`src/rtl/fizzbuzz_tx_gen.sv`:
```
// FizzBuzz 1..MAX_N as an ASCII byte stream over a valid/ready handshake to a UART transmitter.
// Define FIZZBUZZ_CRLF_EN to end each line with "\r\n"; otherwise lines end with "\n" only.
module fizzbuzz_tx_gen #(
  parameter int unsigned MAX_N = 100
) (
  input  logic       clk,
  input  logic       rst,
  input  logic       start,
  output logic [7:0] tx_data,
  output logic       tx_valid,
  input  logic       tx_ready,
  output logic       busy,
  output logic       done
);

  typedef enum logic [2:0] {StIdle, StWord, StDigits, StTerm, StNext} state_e;

  localparam logic [3:0] MaxH = 4'(MAX_N / 100);
  localparam logic [3:0] MaxT = 4'((MAX_N / 10) % 10);
  localparam logic [3:0] MaxO = 4'(MAX_N % 10);

`ifdef FIZZBUZZ_CRLF_EN
  localparam logic [2:0] TermLast = 3'd1;
`else
  localparam logic [2:0] TermLast = 3'd0;
`endif

  // Word bytes: "Fizz" for idx 0..3 when fizz, "Buzz" otherwise or for idx 4..7 of "FizzBuzz".
  function automatic logic [7:0] word_byte(input logic fizz, input logic [2:0] idx);
    logic       sel_buzz;
    logic [7:0] b;
    sel_buzz = !fizz || idx[2];
    case (idx[1:0])
      2'd0:    b = sel_buzz ? 8'h42 : 8'h46;
      2'd1:    b = sel_buzz ? 8'h75 : 8'h69;
      default: b = 8'h7A;
    endcase
    return b;
  endfunction

  function automatic logic [2:0] word_last(input logic fizz, input logic buzz);
    return (fizz && buzz) ? 3'd7 : 3'd3;
  endfunction

  function automatic logic [2:0] digit_last(input logic [3:0] h, input logic [3:0] t);
    return (h != 4'd0) ? 3'd2 : ((t != 4'd0) ? 3'd1 : 3'd0);
  endfunction

  // Leading zeros are skipped by offsetting idx into the {h, t, o} digit positions.
  function automatic logic [7:0] digit_byte(input logic [3:0] h, input logic [3:0] t,
                                            input logic [3:0] o, input logic [2:0] idx);
    logic [2:0] pos;
    logic [3:0] d;
    pos = 3'd2 - digit_last(h, t) + idx;
    case (pos)
      3'd0:    d = h;
      3'd1:    d = t;
      default: d = o;
    endcase
    return {4'h3, d};
  endfunction

  function automatic logic [7:0] term_byte(input logic [2:0] idx);
    return (idx == TermLast) ? 8'h0A : 8'h0D;
  endfunction

  state_e     state_q;
  logic [2:0] idx_q;
  logic [3:0] h_q, t_q, o_q;
  logic [1:0] m3_q;
  logic [2:0] m5_q;

  logic       cur_fizz, cur_buzz, nxt_fizz, nxt_buzz;
  logic       xfer, at_max, carry_o, carry_t;
  logic [2:0] idx_inc, seg_last;
  logic [7:0] seg_next_byte, cur_first, nxt_first;
  logic [3:0] nxt_h, nxt_t, nxt_o;
  logic [1:0] nxt_m3;
  logic [2:0] nxt_m5;

  always_comb begin
    xfer     = tx_valid && tx_ready;
    at_max   = (h_q == MaxH) && (t_q == MaxT) && (o_q == MaxO);
    idx_inc  = idx_q + 3'd1;
    cur_fizz = (m3_q == 2'd0);
    cur_buzz = (m5_q == 3'd0);

    seg_last      = (state_q == StWord) ? word_last(cur_fizz, cur_buzz) : digit_last(h_q, t_q);
    seg_next_byte = (state_q == StWord) ? word_byte(cur_fizz, idx_inc)
                                        : digit_byte(h_q, t_q, o_q, idx_inc);
    cur_first     = (cur_fizz || cur_buzz) ? word_byte(cur_fizz, 3'd0)
                                           : digit_byte(h_q, t_q, o_q, 3'd0);

    carry_o  = (o_q == 4'd9);
    carry_t  = carry_o && (t_q == 4'd9);
    nxt_o    = carry_o ? 4'd0 : o_q + 4'd1;
    nxt_t    = carry_o ? (carry_t ? 4'd0 : t_q + 4'd1) : t_q;
    nxt_h    = carry_t ? h_q + 4'd1 : h_q;
    nxt_m3   = (m3_q == 2'd2) ? 2'd0 : m3_q + 2'd1;
    nxt_m5   = (m5_q == 3'd4) ? 3'd0 : m5_q + 3'd1;
    nxt_fizz = (nxt_m3 == 2'd0);
    nxt_buzz = (nxt_m5 == 3'd0);
    nxt_first = (nxt_fizz || nxt_buzz) ? word_byte(nxt_fizz, 3'd0)
                                       : digit_byte(nxt_h, nxt_t, nxt_o, 3'd0);
  end

  always_ff @(posedge clk) begin
    if (rst) begin
      state_q  <= StIdle;
      idx_q    <= 3'd0;
      h_q      <= 4'd0;
      t_q      <= 4'd0;
      o_q      <= 4'd1;
      m3_q     <= 2'd1;
      m5_q     <= 3'd1;
      tx_data  <= 8'h00;
      tx_valid <= 1'b0;
      busy     <= 1'b0;
      done     <= 1'b0;
    end else begin
      done <= 1'b0;
      case (state_q)
        StIdle: begin
          // A start landing in the done cycle belongs to the finished run and is dropped.
          if (start && !done) begin
            state_q  <= (cur_fizz || cur_buzz) ? StWord : StDigits;
            idx_q    <= 3'd0;
            tx_data  <= cur_first;
            tx_valid <= 1'b1;
            busy     <= 1'b1;
          end
        end
        StWord, StDigits: begin
          if (xfer) begin
            if (idx_q == seg_last) begin
              state_q <= StTerm;
              idx_q   <= 3'd0;
              tx_data <= term_byte(3'd0);
            end else begin
              idx_q   <= idx_inc;
              tx_data <= seg_next_byte;
            end
          end
        end
        StTerm: begin
          if (xfer) begin
            if (idx_q == TermLast) begin
              tx_valid <= 1'b0;
              idx_q    <= 3'd0;
              // Finish straight from here so done lands in the cycle after the last byte.
              if (at_max) begin
                state_q <= StIdle;
                busy    <= 1'b0;
                done    <= 1'b1;
                h_q     <= 4'd0;
                t_q     <= 4'd0;
                o_q     <= 4'd1;
                m3_q    <= 2'd1;
                m5_q    <= 3'd1;
              end else begin
                state_q <= StNext;
              end
            end else begin
              idx_q   <= idx_inc;
              tx_data <= term_byte(idx_inc);
            end
          end
        end
        StNext: begin
          h_q      <= nxt_h;
          t_q      <= nxt_t;
          o_q      <= nxt_o;
          m3_q     <= nxt_m3;
          m5_q     <= nxt_m5;
          idx_q    <= 3'd0;
          state_q  <= (nxt_fizz || nxt_buzz) ? StWord : StDigits;
          tx_data  <= nxt_first;
          tx_valid <= 1'b1;
        end
        default: state_q <= StIdle;
      endcase
    end
  end

endmodule
```
`config.mk`:
```
export PLATFORM = sky130hd
export DESIGN_NAME = fizzbuzz_tx_gen
export DESIGN_NICKNAME = d
export VERILOG_FILES = /design/src/rtl/fizzbuzz_tx_gen.sv
export SDC_FILE = /design/constraint.sdc
export NUM_CORES = 1
export LEC_CHECK = 0
export CAP_MARGIN = 20
export CORE_MARGIN = 4
export CORE_UTILIZATION = 55
export CTS_CLUSTER_DIAMETER = 60
export DETAILED_ROUTE_END_ITERATION = 7
export HOLD_SLACK_MARGIN = 0.08
export PLACE_DENSITY = 0.81
export REMOVE_ABC_BUFFERS = 1
export SLEW_MARGIN = 20
export SYNTH_ARGS = -nofsm -noshare
export SYNTH_HDL_FRONTEND = slang
export SYNTH_SLANG_ARGS = --single-unit
```
`constraint.sdc`:
```
create_clock -name clk -period 7.1 [get_ports clk]
set_clock_uncertainty 0.1 [all_clocks]
set_input_delay 1.065 -clock clk [delete_from_list [all_inputs] [get_ports clk]]
set_output_delay 1.065 -clock clk [all_outputs]
set_load 0.05 [all_outputs]
```
# ---- Yosys cells after proc, flatten, opt, wreduce, memory -nomap -nowiden
# Index checks and enable logic that the tools add are counted.
dict set report totals {
  ff_bits 34
  in_bits 4
  out_inout_bits 11
  elab_cells 155
}
dict set report op_classes {
  n_addsub 9
  n_eq_ne 21
  muxes 71
  bitwise_logic 3
  reduce_logical 40
}
# op n
set ops {}
lappend ops {{$mux W3} 21}
lappend ops {{$mux W8} 6}
lappend ops {{$pmux W4 S2} 6}
lappend ops {{$mux W4} 10}
lappend ops {{$pmux W8 S4} 1}
lappend ops {{$logic_not A3 Y1} 8}
lappend ops {{$pmux W3 S4} 2}
lappend ops {{$reduce_bool A4 Y1} 5}
lappend ops {{$mux W2} 8}
lappend ops {{$reduce_and A5 Y1} 3}
lappend ops {{$mux W7} 2}
lappend ops {{$ne A2 B2 Y1 const B} 7}
lappend ops {{$add A4 B1 Y4 const B} 3}
lappend ops {{$eq A3 B1 Y1 const B} 4}
lappend ops {{$pmux W6 S2} 1}
lappend ops {{$reduce_and A4 Y1} 3}
lappend ops {{$mux W1} 9}
lappend ops {{$eq A4 B4 Y1 const B} 2}
lappend ops {{$logic_not A4 Y1} 2}
lappend ops {{$add A3 B1 Y3 const B} 2}
lappend ops {{$eq A3 B2 Y1 const B} 2}
lappend ops {{$eq A3 B3 Y1 const B} 2}
lappend ops {{$logic_and A1 B1 Y1} 6}
lappend ops {{$logic_not A2 Y1} 3}
lappend ops {{other kinds (19)} 26}

# ---- Longest topological paths before layout
dict set report depth {
  depth_word 12
  depth_mapped 14
  ltp_nobuf 12
}

# ---- Worst setup path before layout
# Ideal clock, no wire load.
dict set report synth_path {
  kind {flip-flop to flip-flop}
  start {register h_q[0]}
  end {register tx_data[3]}
  setup_time_ns 0.091
  arrival_time_ns 3.133
  required_ns 6.909
  slack_ns 3.776
  stages_incl_launch_ff 15
  path_buffers 2
  period_less_slack_ns 3.324
  path_cell_list {dfxtp_1 > clkbuf_1 > inv_1 > ha_1 > or3b_1 > buf_2 > nor2_1 > ha_1 > fa_1 > nor2b_1 > mux2_2 > mux2_1 > o21ai_0 > a211o_1 > a311oi_1}
}
dict set report synth_via {
  elab_chain_len 10
  elab_cells_between_ends 27
  classes_between {add/sub: 4; eq/ne: 4; mux: 14; reduce/logical: 5}
}
# element line_no
set synth_rtl {}
lappend synth_rtl {{from (decl)} 69} ;# logic [3:0] h_q, t_q, o_q;
lappend synth_rtl {{from (signal assigned)} 170} ;# h_q <= nxt_h;
lappend synth_rtl {{$reduce_bool A4 Y1} 46} ;# return (h != 4'd0) ? 3'd2 : ((t != 4'd0) ? 3'd1 : 3'd0);
lappend synth_rtl {{$mux W2} 46}
lappend synth_rtl {{$sub A2 B2 Y3} 54} ;# pos = 3'd2 - digit_last(h, t) + idx;
lappend synth_rtl {{$add A3 B3 Y3} 54}
lappend synth_rtl {{$eq A3 B1 Y1 or $logic_not A3 Y1 (tied branches)} 55} ;# case (pos)
lappend synth_rtl {{$pmux W4 S2} 55}
lappend synth_rtl {{$mux W8} 89} ;# seg_next_byte = (state_q == StWord) ? word_byte(cur_fizz, idx_inc)
lappend synth_rtl {{$mux W8} 135} ;# if (idx_q == seg_last) begin
lappend synth_rtl {{$mux W8} 134} ;# if (xfer) begin
lappend synth_rtl {{$pmux W8 S4 (*)} 122} ;# case (state_q)
lappend synth_rtl {{to (signal assigned)} 128} ;# tx_data <= cur_first;
lappend synth_rtl {{to (signal assigned)} 138} ;# tx_data <= term_byte(3'd0);
lappend synth_rtl {{to (signal assigned)} 141} ;# tx_data <= seg_next_byte;
lappend synth_rtl {{to (decl)} 9} ;# output logic [7:0] tx_data,
# Mark *: on every way between the ends. The rest lies on a longest branch, timed or not. The select of a mux whose other input is x is not followed.
# A chain may end at the register's enable or synchronous reset.

# ---- Worst setup path in the final report
dict set report layout_path {
  start {register h_q[0]}
  end {register tx_data[1]}
}
# Same word-level chain as after synthesis.

==> flow_results.org <==
** Outcome
- Result of the run :: complete, no violations

** GRT
- Highest-utilization routing layer at the global route stage :: met2
- For this run, global-route usage on met3 was measured as 0.0617.
- Global-route met2 utilization :: 0.418
- The initial antenna violation count was 0.
- Via count of the first global-routing pass :: 2675
- Maximum number of pins on one net before global-route repair :: 36
- For met1 alone, demand over resource in global routing was 0.317.
- The first global-routing pass estimated 12.7 mm of wire.
- Remaining Overflow, GRT :: 0
- For this run, the total global-route usage over all layers was measured as 0.251.

** Setup path
- CP Data Arrival Time :: 3.68 ns
- Kind of start point of the critical path :: flip-flop
- Required time at the endpoint of the critical path :: 7.20 ns
- Worst setup path category :: reg2reg
- Critical Path End Type :: flip-flop
- Source of the critical timing path :: h_q[0]$_SDFFE_PP0P_
- Of all nets on the critical path, the largest fanout is 12.
- Reg-to-Reg Start :: h_q[0]$_SDFFE_PP0P_

** Logic synthesis
- Dividing the synthesized area by the synthesized cell count gives 7.60 µm².
- Synthesis produced a netlist whose cell count is 377.
- #FFs+latches synth :: 33
- Of all flip-flops after synthesis, the portion carrying an async set or reset was 0.
- Total of warnings raised by yosys :: 0
- Flip-flop cell with the highest count after synthesis :: sky130_fd_sc_hd__dfxtp_1
- Yosys attributes the largest share of cell area to sky130_fd_sc_hd__dfxtp_1, sky130_fd_sc_hd__a21oi_1, sky130_fd_sc_hd__ha_1.
- Sequential element share of the synthesized area :: 0.231
- Summed instance area of the synthesized netlist :: 2860 µm²
- After synthesis, the netlist uses 74 different library cells.
- The share of synthesized area in the top cell type comes to 0.231.
- In this run, synthesis inferred 0 flip-flops with an integrated enable.
- Of all cell types, the one taking the most synthesized area is sky130_fd_sc_hd__dfxtp_1.

** Place
- Detailed placement finished with a half-perimeter wire length of 5.56 mm.
- Number of port buffers :: 13
- Including well taps, the total number of placed cells is 435.
- Weighted congestion reported at the end of routability-driven placement :: 1.05
- Before CTS, the worst setup slack after placement is 3.61 ns.

** Power
- Summed over all cells, the static leakage comes to 1.05 nW.
- IR analysis of the VDD net gives a maximum drop of 0.000156 V.
- PwrDens :: 242 nW/µm²

** Drt
- Detailed Routing Iterations Pass 1 :: 5
- For this run, design rule violations remaining after detail routing come to 0.
- After detailed routing, the total wire length is 7.70 mm.
- Using the TritonRoute via totals, the vias-per-cell ratio works out to 6.44.
- In the final routed layout, each cell accounts on average for 17.4 µm.
- Via count :: 2852
- First DRT Iteration DRCs :: 292
- Once detail routing completed, the nets flagged for antenna violations numbered 0.

** Timing
- The final count of hold timing violations was 0.
- Final setup margin :: 3.52 ns
- Setup TNS :: 0 ns
- The number of pins with negative max-slew slack in the final report came to 0.
- Headroom to the max-slew limit came out at 0.289.
- Setup repair after global routing left no endpoint under its margin.
- Setup-violating endpoint count in the final report :: 0
- Actual transition at the worst max-transition pin :: 1.07 ns
- Fmax achieved :: 280 MHz
- Dividing the final minimum period by the clock period gives 0.504.
- Min cycle time layout :: 3.58 ns

** CTS
- Clock sink count :: 33
- The tree is rooted in a sky130_fd_sc_hd__clkbuf_8.
- Deepest level of the CTS H-tree :: 2
- Number of buffers created by CTS :: 5
- The clock passes through at most 2 buffers.
- Clock Latency Late Sink :: 0.30 ns
- Clock-pin slew was measured on the worst setup and hold paths at 0.07 ns.
- In this run, post-CTS hold repair placed 0 buffers.
- Post-cts gate resize count :: 0
- Total setup buffers inserted after CTS :: 0
- TritonCTS built the clock tree.

** Floorplanning
- Number of rows created at floorplan :: 26
- The die is 80.2 µm wide.
- The die covers 6430 µm².
- Pin placement for this block handled 15 I/O pins.
- The initial utilization of the core area, before any placement, comes to 0.564.
- In this run the standard cell core region covers 5070 µm².
- In this run the vertical extent of the chip is 80.2 µm.

** Finish
- The repair_antennas step left the layout with diodes totalling 0.
- Once layout is complete, the cells apart from fillers number 443.
- For this run, the post-layout net count is 389.
- From synthesis to final layout, the design area changed by 4.85%.
- Most common library cell in the layout ignoring fill and taps :: sky130_fd_sc_hd__a21oi_1
- Most used cells in the layout excluding fill and tap cells :: sky130_fd_sc_hd__a21oi_1, sky130_fd_sc_hd__nor2_1, sky130_fd_sc_hd__nand2_1, sky130_fd_sc_hd__dfxtp_1
- In the final layout, the share of cells above drive strength 1 is 0.0617.

** Worst hold path
- Min-delay worst type :: reg2reg
- The worst hold path begins at busy$_SDFFE_PP0P_.

** Job
- Max-cap violation count :: 0
[final timing paths]
path	slack, ns	end	cells past startpoint
setup / recovery	3.52	tx_data[1]$_SDFFE_PP0P_	12
setup reg to reg	3.52	tx_data[1]$_SDFFE_PP0P_	12
hold / removal	0.37	busy$_SDFFE_PP0P_	2
hold reg to reg	0.37	busy$_SDFFE_PP0P_	2
[power breakdown]
group	total, mW	internal [mW]	switching [mW]
clock network	0.146	0.0680	0.0775
logic	0.340	0.125	0.215
registers	0.242	0.209	0.0331
total	0.728	0.402	0.326
[stage by stage]
step	total power [mW]	hold WS, ns	area, µm²	utilization
finish	0.728	0.370	3000	0.592
global route	0.767	0.394	3000	0.592
global placement	0.573	0.360	2920	0.575
detailed placement	0.576	0.367	2920	0.575
CTS	0.722	0.377	3000	0.592
floorplan	0.475	0.376	2690	-
[layout make-up]
type                       count  area [µm²]
multi-input combinational    300        1960
inverter                      17        63.8
clock buffer                   6        72.6
timing repair buffer          15         145
clock inverter                 2        10.0
sequential                    33         661
tap                           70        87.6
fill                         489        2070
[cells by family after synthesis]
| logic type | Yosys count | synth area share |
|---|---|---|
| buffers and inverters | 44 | 0.0839 |
| adders and majority gates | 13 | 0.0594 |
| muxes | 11 | 0.0406 |
| other | 1 | 0.00131 |
| and+or+nand+nor | 144 | 0.276 |
| xor gates and xnor gates | 9 | 0.0301 |
| AOI/OAI and AO/OA | 122 | 0.278 |
| DFF | 33 | 0.231 |
[synthesized netlist by cell type (4+ instances only)]
library cell,n
sky130_fd_sc_hd__a211oi_1,5
sky130_fd_sc_hd__a21oi_1,40
sky130_fd_sc_hd__a22oi_1,4
sky130_fd_sc_hd__a31oi_1,7
sky130_fd_sc_hd__and2_1,7
sky130_fd_sc_hd__buf_2,8
sky130_fd_sc_hd__clkbuf_1,10
sky130_fd_sc_hd__dfxtp_1,33
sky130_fd_sc_hd__ha_1,12
sky130_fd_sc_hd__inv_1,15
sky130_fd_sc_hd__mux2i_1,6
sky130_fd_sc_hd__nand2_1,33
sky130_fd_sc_hd__nand2b_1,15
sky130_fd_sc_hd__nand3b_1,6
sky130_fd_sc_hd__nor2_1,36
sky130_fd_sc_hd__nor2b_1,7
sky130_fd_sc_hd__nor3_1,9
sky130_fd_sc_hd__nor4_1,5
sky130_fd_sc_hd__o211ai_1,6
sky130_fd_sc_hd__o21ai_0,14
sky130_fd_sc_hd__o21ai_1,8
sky130_fd_sc_hd__xnor2_1,6
[state kept, by name (all words and copies together), names as in the netlist, 2 cells and up]
name	flops
h_q	4
state_q	3
tx_data	7
m5_q	3
m3_q	2
t_q	4
o_q	4
idx_q	3
[layer usage]
layer / routed length [µm] / part of all wire
met5: 0 / 0
met4: 218 / 0.028
met3: 468 / 0.061
met2: 3600 / 0.47
met1: 3410 / 0.44
[worst max-delay path, stage by stage, from the launching register on]
cell	delay, ns
sky130_fd_sc_hd__dfxtp_1	0.59
sky130_fd_sc_hd__inv_1	0.16
sky130_fd_sc_hd__ha_1	0.27
sky130_fd_sc_hd__or3b_1	0.31
sky130_fd_sc_hd__nor2_1	0.08
sky130_fd_sc_hd__ha_1	0.21
sky130_fd_sc_hd__fa_1	0.53
sky130_fd_sc_hd__nor2b_1	0.05
sky130_fd_sc_hd__mux2_2	0.31
sky130_fd_sc_hd__mux2_1	0.22
sky130_fd_sc_hd__o31ai_1	0.07
sky130_fd_sc_hd__a211o_1	0.33
sky130_fd_sc_hd__a211oi_1	0.25
No activity file was read; power rests on OpenSTA's default activity.
